==> src/rtl/imm_gen_stage.sv <==
`default_nettype none
// ============================================================================
//  Module   : imm_gen_stage
//  Purpose  : Decode-path immediate generator. Classifies the immediate
//             format of each accepted instruction, extends it to XLEN and
//             buffers the result in a small in-order FIFO that absorbs
//             execute-stage backpressure and can be flushed on redirect.
//  Revision : 1.0  initial release
// ============================================================================
module imm_gen_stage #(
    parameter int XLEN      = 32,
    parameter int BUF_DEPTH = 2,
    parameter bit EN_ZIMM   = 1'b1
) (
    input  logic                           clk_i,
    input  logic                           rst_ni,
    input  logic                           flush_i,
    input  logic                           in_valid_i,
    output logic                           in_ready_o,
    input  logic [31:0]                    inst_i,
    output logic                           out_valid_o,
    input  logic                           out_ready_i,
    output logic [XLEN-1:0]                imm_ext_o,
    output logic [2:0]                     imm_type_o,
    output logic                           illegal_o,
    output logic [31:0]                    inst_o,
    output logic [$clog2(BUF_DEPTH+1)-1:0] count_o
);

    // ------------------------------------------------------------------
    // Constants
    // ------------------------------------------------------------------
    localparam int CNT_W = $clog2(BUF_DEPTH + 1);
    localparam int PTR_W = (BUF_DEPTH > 1) ? $clog2(BUF_DEPTH) : 1;

    localparam logic [CNT_W-1:0] C_DEPTH    = CNT_W'(BUF_DEPTH);
    localparam logic [CNT_W-1:0] C_CNT_ONE  = CNT_W'(1);
    localparam logic [PTR_W-1:0] C_PTR_LAST = PTR_W'(BUF_DEPTH - 1);
    localparam logic [PTR_W-1:0] C_PTR_ONE  = PTR_W'(1);

    localparam logic [2:0] C_T_NONE = 3'd0;
    localparam logic [2:0] C_T_I    = 3'd1;
    localparam logic [2:0] C_T_S    = 3'd2;
    localparam logic [2:0] C_T_B    = 3'd3;
    localparam logic [2:0] C_T_U    = 3'd4;
    localparam logic [2:0] C_T_J    = 3'd5;
    localparam logic [2:0] C_T_Z    = 3'd6;

    localparam logic [6:0] C_OP_LUI    = 7'b0110111;
    localparam logic [6:0] C_OP_AUIPC  = 7'b0010111;
    localparam logic [6:0] C_OP_JAL    = 7'b1101111;
    localparam logic [6:0] C_OP_JALR   = 7'b1100111;
    localparam logic [6:0] C_OP_BRANCH = 7'b1100011;
    localparam logic [6:0] C_OP_LOAD   = 7'b0000011;
    localparam logic [6:0] C_OP_STORE  = 7'b0100011;
    localparam logic [6:0] C_OP_ALUI   = 7'b0010011;
    localparam logic [6:0] C_OP_ALU    = 7'b0110011;
    localparam logic [6:0] C_OP_FENCE  = 7'b0001111;
    localparam logic [6:0] C_OP_SYSTEM = 7'b1110011;

    // ------------------------------------------------------------------
    // Declarations
    // ------------------------------------------------------------------
    logic [31:0]     w_imm32;
    logic [2:0]      w_type;
    logic            w_illegal;
    logic [XLEN-1:0] w_imm_ext;
    logic            w_sign;

    logic            w_push;
    logic            w_pop;
    logic            w_nonempty;

    logic [CNT_W-1:0] count_q, count_d;
    logic [PTR_W-1:0] wr_ptr_q, wr_ptr_d;
    logic [PTR_W-1:0] rd_ptr_q, rd_ptr_d;

    logic [XLEN-1:0] imm_mem_q  [BUF_DEPTH];
    logic [2:0]      type_mem_q [BUF_DEPTH];
    logic            ill_mem_q  [BUF_DEPTH];
    logic [31:0]     inst_mem_q [BUF_DEPTH];

    // ------------------------------------------------------------------
    // Immediate decode
    // ------------------------------------------------------------------
    assign w_sign = inst_i[31];

    // Classify the opcode and assemble the 32-bit immediate
    always_comb begin
        w_imm32   = 32'd0;
        w_type    = C_T_NONE;
        w_illegal = 1'b0;
        if (inst_i[1:0] != 2'b11) begin
            w_illegal = 1'b1;
        end else begin
            case (inst_i[6:0])
                C_OP_LUI, C_OP_AUIPC: begin
                    w_type  = C_T_U;
                    w_imm32 = {inst_i[31:12], 12'd0};
                end
                C_OP_JAL: begin
                    w_type  = C_T_J;
                    w_imm32 = {{11{w_sign}}, inst_i[31], inst_i[19:12],
                               inst_i[20], inst_i[30:21], 1'b0};
                end
                C_OP_BRANCH: begin
                    w_type  = C_T_B;
                    w_imm32 = {{19{w_sign}}, inst_i[31], inst_i[7],
                               inst_i[30:25], inst_i[11:8], 1'b0};
                end
                C_OP_STORE: begin
                    w_type  = C_T_S;
                    w_imm32 = {{20{w_sign}}, inst_i[31:25], inst_i[11:7]};
                end
                C_OP_JALR, C_OP_LOAD, C_OP_ALUI: begin
                    w_type  = C_T_I;
                    w_imm32 = {{20{w_sign}}, inst_i[31:20]};
                end
                C_OP_SYSTEM: begin
                    // CSR-immediate forms carry a 5-bit unsigned zimm in rs1
                    if (EN_ZIMM && inst_i[14]) begin
                        w_type  = C_T_Z;
                        w_imm32 = {27'd0, inst_i[19:15]};
                    end else begin
                        w_type  = C_T_I;
                        w_imm32 = {{20{w_sign}}, inst_i[31:20]};
                    end
                end
                C_OP_ALU, C_OP_FENCE: begin
                    w_type  = C_T_NONE;
                end
                default: begin
                    w_illegal = 1'b1;
                end
            endcase
        end
    end

    // Widen to XLEN. Bit 31 of w_imm32 already holds the correct extension
    // bit for every format (0 for zimm and for illegal/NONE).
    generate
        if (XLEN > 32) begin : g_ext_wide
            assign w_imm_ext = {{(XLEN-32){w_imm32[31]}}, w_imm32};
        end else begin : g_ext_narrow
            assign w_imm_ext = w_imm32[XLEN-1:0];
        end
    endgenerate

    // ------------------------------------------------------------------
    // Handshake
    // ------------------------------------------------------------------
    assign w_nonempty  = (count_q != '0);
    assign out_valid_o = w_nonempty;
    assign in_ready_o  = rst_ni && !flush_i && ((count_q < C_DEPTH) || out_ready_i);
    assign w_push      = in_valid_i && in_ready_o;
    assign w_pop       = w_nonempty && out_ready_i;

    // ------------------------------------------------------------------
    // FIFO control
    // ------------------------------------------------------------------
    // Next-state for occupancy and both circular pointers
    always_comb begin
        count_d  = count_q;
        wr_ptr_d = wr_ptr_q;
        rd_ptr_d = rd_ptr_q;
        if (w_push) begin
            wr_ptr_d = (wr_ptr_q == C_PTR_LAST) ? '0 : wr_ptr_q + C_PTR_ONE;
        end
        if (w_pop) begin
            rd_ptr_d = (rd_ptr_q == C_PTR_LAST) ? '0 : rd_ptr_q + C_PTR_ONE;
        end
        case ({w_push, w_pop})
            2'b10:   count_d = count_q + C_CNT_ONE;
            2'b01:   count_d = count_q - C_CNT_ONE;
            default: count_d = count_q;
        endcase
    end

    // Control registers; reset and flush both empty the buffer
    always_ff @(posedge clk_i) begin
        if (!rst_ni || flush_i) begin
            count_q  <= '0;
            wr_ptr_q <= '0;
            rd_ptr_q <= '0;
        end else begin
            count_q  <= count_d;
            wr_ptr_q <= wr_ptr_d;
            rd_ptr_q <= rd_ptr_d;
        end
    end

    // Result storage; contents are only observable while count_q != 0
    always_ff @(posedge clk_i) begin
        if (w_push) begin
            imm_mem_q[wr_ptr_q]  <= w_imm_ext;
            type_mem_q[wr_ptr_q] <= w_type;
            ill_mem_q[wr_ptr_q]  <= w_illegal;
            inst_mem_q[wr_ptr_q] <= inst_i;
        end
    end

    // ------------------------------------------------------------------
    // Head-entry outputs, forced to zero when empty
    // ------------------------------------------------------------------
    assign imm_ext_o  = w_nonempty ? imm_mem_q[rd_ptr_q]  : '0;
    assign imm_type_o = w_nonempty ? type_mem_q[rd_ptr_q] : C_T_NONE;
    assign illegal_o  = w_nonempty ? ill_mem_q[rd_ptr_q]  : 1'b0;
    assign inst_o     = w_nonempty ? inst_mem_q[rd_ptr_q] : 32'd0;
    assign count_o    = count_q;

endmodule
`default_nettype wire

==> config.mk <==
export PLATFORM = sky130hd
export DESIGN_NAME = imm_gen_stage
export DESIGN_NICKNAME = d
export VERILOG_FILES = /design/src/rtl/imm_gen_stage.sv
export SDC_FILE = /design/constraint.sdc
export NUM_CORES = 1
export LEC_CHECK = 0
export ABC_AREA = 1
export BUFFER_PORTS_ARGS = -buffer_cell sky130_fd_sc_hd__buf_2
export CELL_PAD_IN_SITES_DETAIL_PLACEMENT = 1
export CELL_PAD_IN_SITES_GLOBAL_PLACEMENT = 1
export CORE_UTILIZATION = 43
export CTS_CLUSTER_SIZE = 30
export DETAILED_ROUTE_END_ITERATION = 10
export PLACE_DENSITY_LB_ADDON = 0.05
export SLEW_MARGIN = 40
export SYNTH_ARGS = -nofsm -noshare
export SYNTH_HDL_FRONTEND = slang
export SYNTH_SLANG_ARGS = --single-unit
==> constraint.sdc <==
create_clock -name clk_i -period 5.1 [get_ports clk_i]
set_input_delay 0.765 -clock clk_i [delete_from_list [all_inputs] [get_ports clk_i]]
set_output_delay 0.765 -clock clk_i [all_outputs]
set_load 0.03 [all_outputs]
==> flow_summary_export.csv <==
group,metric,value,unit
run_status,outcome,"finished, final reports clean",
timing,skew,3.94,ps
routing,routedLengthMet1,7530,µm
power,p_switching,0.571,mW
die,die_w,123,µm
clocking,h-tree-depth,4,
routing,vias,4899,
yosys,synthCells,623,
routing,routed_via_density,5.35,
routing,wl_per_cell,18.4,µm
placed_design,post-place-ws,2000,ps
critical_path,timing.rr.start,"count_o[1]",
yosys,ys_ff_latch,141,
timing,timing.final.crit_share,61.3,%
timing,worst_pin_slew,777,ps
timing,fin_setup_tns,0,ps
critical_path,r2r_slack,3200,ps
clocking,clock_sinks,141,
layout,final_util,52.4,%
yosys,async_flop_share,0,%
power,switching_share,22.0,%
timing,grt_setup_unrepaired,"no",
clocking,cts_resized,0,
placed_design,place_area,0.00703,mm²
layout,drive_gt1_share,22.0,%
layout,n_fill_cell,1661,
clocking,post_cts_buffers,0,
yosys,synthFlopType,"edfxtp_1",
layout,fin_nets,757,
die,initial_core_util,43.8,%
power,p_leak,3.09,nW
layout,antenna_cells,0,
clocking,clk_path_buf_depth,2,
die,dieArea,0.0152,mm²
min_path,min_from,"rd_ptr_q",
critical_path,worstSetupPathType,"reg -> out",
min_path,hold_depth,1,
power,power_frac_clock,45.2,%
placed_design,io_buffers,108,
timing,setup_ws,1980,ps
job,drv_cap,0,
timing,holdWs,446,ps
timing,timing.fmax,320,MHz
grt,grt_pass1_vias,4867,
timing,layout_min_cycle_time,3120,ps
yosys,yosys_warnings,0,
grt,grt_max_degree,69,
critical_path,r2r_cells,6,
critical_path,crit_required,4340,ps
layout,syn_to_final_growth,19.8,%
yosys,synth_seq_area_share,66.0,%
layout,regArea,0.00419,mm²
grt,grt_usage,23.6,%
routing,drtIter0Drc,258,
yosys,syn_area_per_cell,10.2,µm²
min_path,hold_class,"reg -> reg",
timing,hold_viol,0,
die,core.rowCount,44,
clocking,clock_latency,420,ps
power,intPower,2.03,mW
routing,met2WireLength,8460,µm
yosys,synthTopCellsByArea,"edfxtp_1 (64%), nand2_1 (13%), a21oi_1 (5.8%), nand4_1 (3.7%), nand3_1 (3.6%)",
routing,routed.top_layer,"met5",
clocking,cts_tree,"done",
clocking,numCtsBuffers,17,
timing,finalMaxSlewViolations,0,
placed_design,gp_congestion,0.743,
routing,drc_errors,0,
power,p_per_area,342,mW/mm²
yosys,yosysTopAreaCell,"edfxtp_1",
yosys,synth_edf_count,136,
routing,ant_nets,0,
yosys,ys_types,23,
routing,wl_met3,674,µm
die,die_h,123,µm
critical_path,worst_setup_path_start_kind,"register",
clocking,cts-root-buf,"clkbuf_16",
routing,drt_pass1_iterations,4,
layout,final_area,0.00759,mm²
yosys,syn_nets,661,
yosys,synth_area,0.00634,mm²
critical_path,end_kind,"output port",
die,core,0.0145,mm²
power,ir_drop,279,µV
critical_path,reg2reg_to,"inst_mem_q[0][29]",
die,io_pins,109,
grt,antenna_found_initial,1,
grt,grt.overflow.total,0,
timing,max-slew-margin-rel,48.2,%
placed_design,place_hpwl,10600,µm
grt,grt_pass1_wl,26100,µm
routing,wl,16900,µm
timing,setup_viol,0,
clocking,path_clk_slew,60,ps
power,combPwrFrac,5.2,%
power,seqPwrFrac,49.6,%
critical_path,worst-path-max-fanout,40,
critical_path,worst-endpoint-arrival,2360,ps
clocking,ctsHoldBuffers,0,
layout,multi_input_area,0.00185,mm²
yosys,synth_top_area_share,64.4,%
## synth_stat cells, types with 3 or more instances
cell type  number
nor2_2          3
nand4_1        37
buf_2          19
inv_2           3
inv_1          34
dfxtp_1         5
clkbuf_1       17
o21ai_0         7
nor2_1         17
a21oi_1        73
nand2_1       212
nand3_1        46
edfxtp_1      136
## power groups by stage
stage               Clock [mW]  Combinational (mW)  Sequential, mW
floorplan                    0              0.0708            1.31
detailed placement           0               0.135            1.31
global route              1.23               0.148            1.29
finish                    1.17               0.135            1.29
CTS                       1.19               0.136            1.29
global placement             0               0.130            1.31
## critical path, stage by stage, from the launching register on
cell and delay, ps:
dfxtp_2 320, inv_2 520, buf_4 450, nand2_1 90, a21oi_1 290, buf_2 260
## how the worst max path moves through the flow
stage	startpoint	end	slack, ps	depth (start not counted)
6_report	register	inst_o[0]	1980	5
2_1_floorplan	rst_ni	ill_mem_q[0]	60	6
3_3_place_gp	inst_i[3]	imm_mem_q[0][11]	1890	8
4_1_cts	register	inst_o[0]	1850	5
5_1_grt	register	inst_o[0]	1810	5
3_5_place_dp	inst_i[6]	imm_mem_q[0][14]	2000	7
## sequential cells by signal, indices dropped and copies added (netlist names), named ones only
signal      count
count_o         2
ill_mem_q       2
imm_mem_q      64
inst_mem_q     64
rd_ptr_q        1
type_mem_q      6
wr_ptr_q        1
## kinds of logic (layout without fill, tap and decap cells)
group / count (synthesis) / in the layout / synth area share [%]
xor+xnor: 1 / 1 / 0.138
compound gates: 81 / 81 / 6.44
fa+ha+maj: 1 / 1 / 0.197
simple gates: 321 / 321 / 21.9
buf+inv: 78 / 187 / 5.35
flops: 141 / 141 / 66.0
## metrics by stage
stage          power [mW]  instances
3_3_place_gp         1.44        882
5_1_grt              2.67        916
2_1_floorplan        1.38        623
4_1_cts              2.62        916
3_5_place_dp         1.45        884
6_report             2.60        916
## placed cells by master (no fill, tap or decap), types with 3 or more instances in the layout
master / count
a21oi_1: 73
buf_2: 108
buf_4: 6
buf_6: 3
clkbuf_16: 17
clkinv_1: 4
clkinv_2: 5
dfxtp_1: 4
edfxtp_1: 136
inv_1: 34
inv_2: 3
nand2_1: 212
nand3_1: 46
nand4_1: 37
nor2_1: 12
nor2_2: 4
nor2_4: 4
o21ai_0: 7
## area by class of cell
class / instances / share of cell area [%]
clock buffers: 18 / 5.65
clock inverters: 14 / 1.65
inverters: 37 / 1.83
multi-input cells: 404 / 24.3
flip-flops and latches: 141 / 55.1
well taps: 184 / 3.03
repair buffers: 118 / 8.36
## routing by layer
metal / GRT usage [%] / vias to the layer above
met5: 0 / -
met4: 7.76 / 2
met3: 6.50 / 17
met2: 38.4 / 98
met1: 30.4 / 2425
li1: - / 2357
Note: power is estimated with default switching activity, not from simulation.
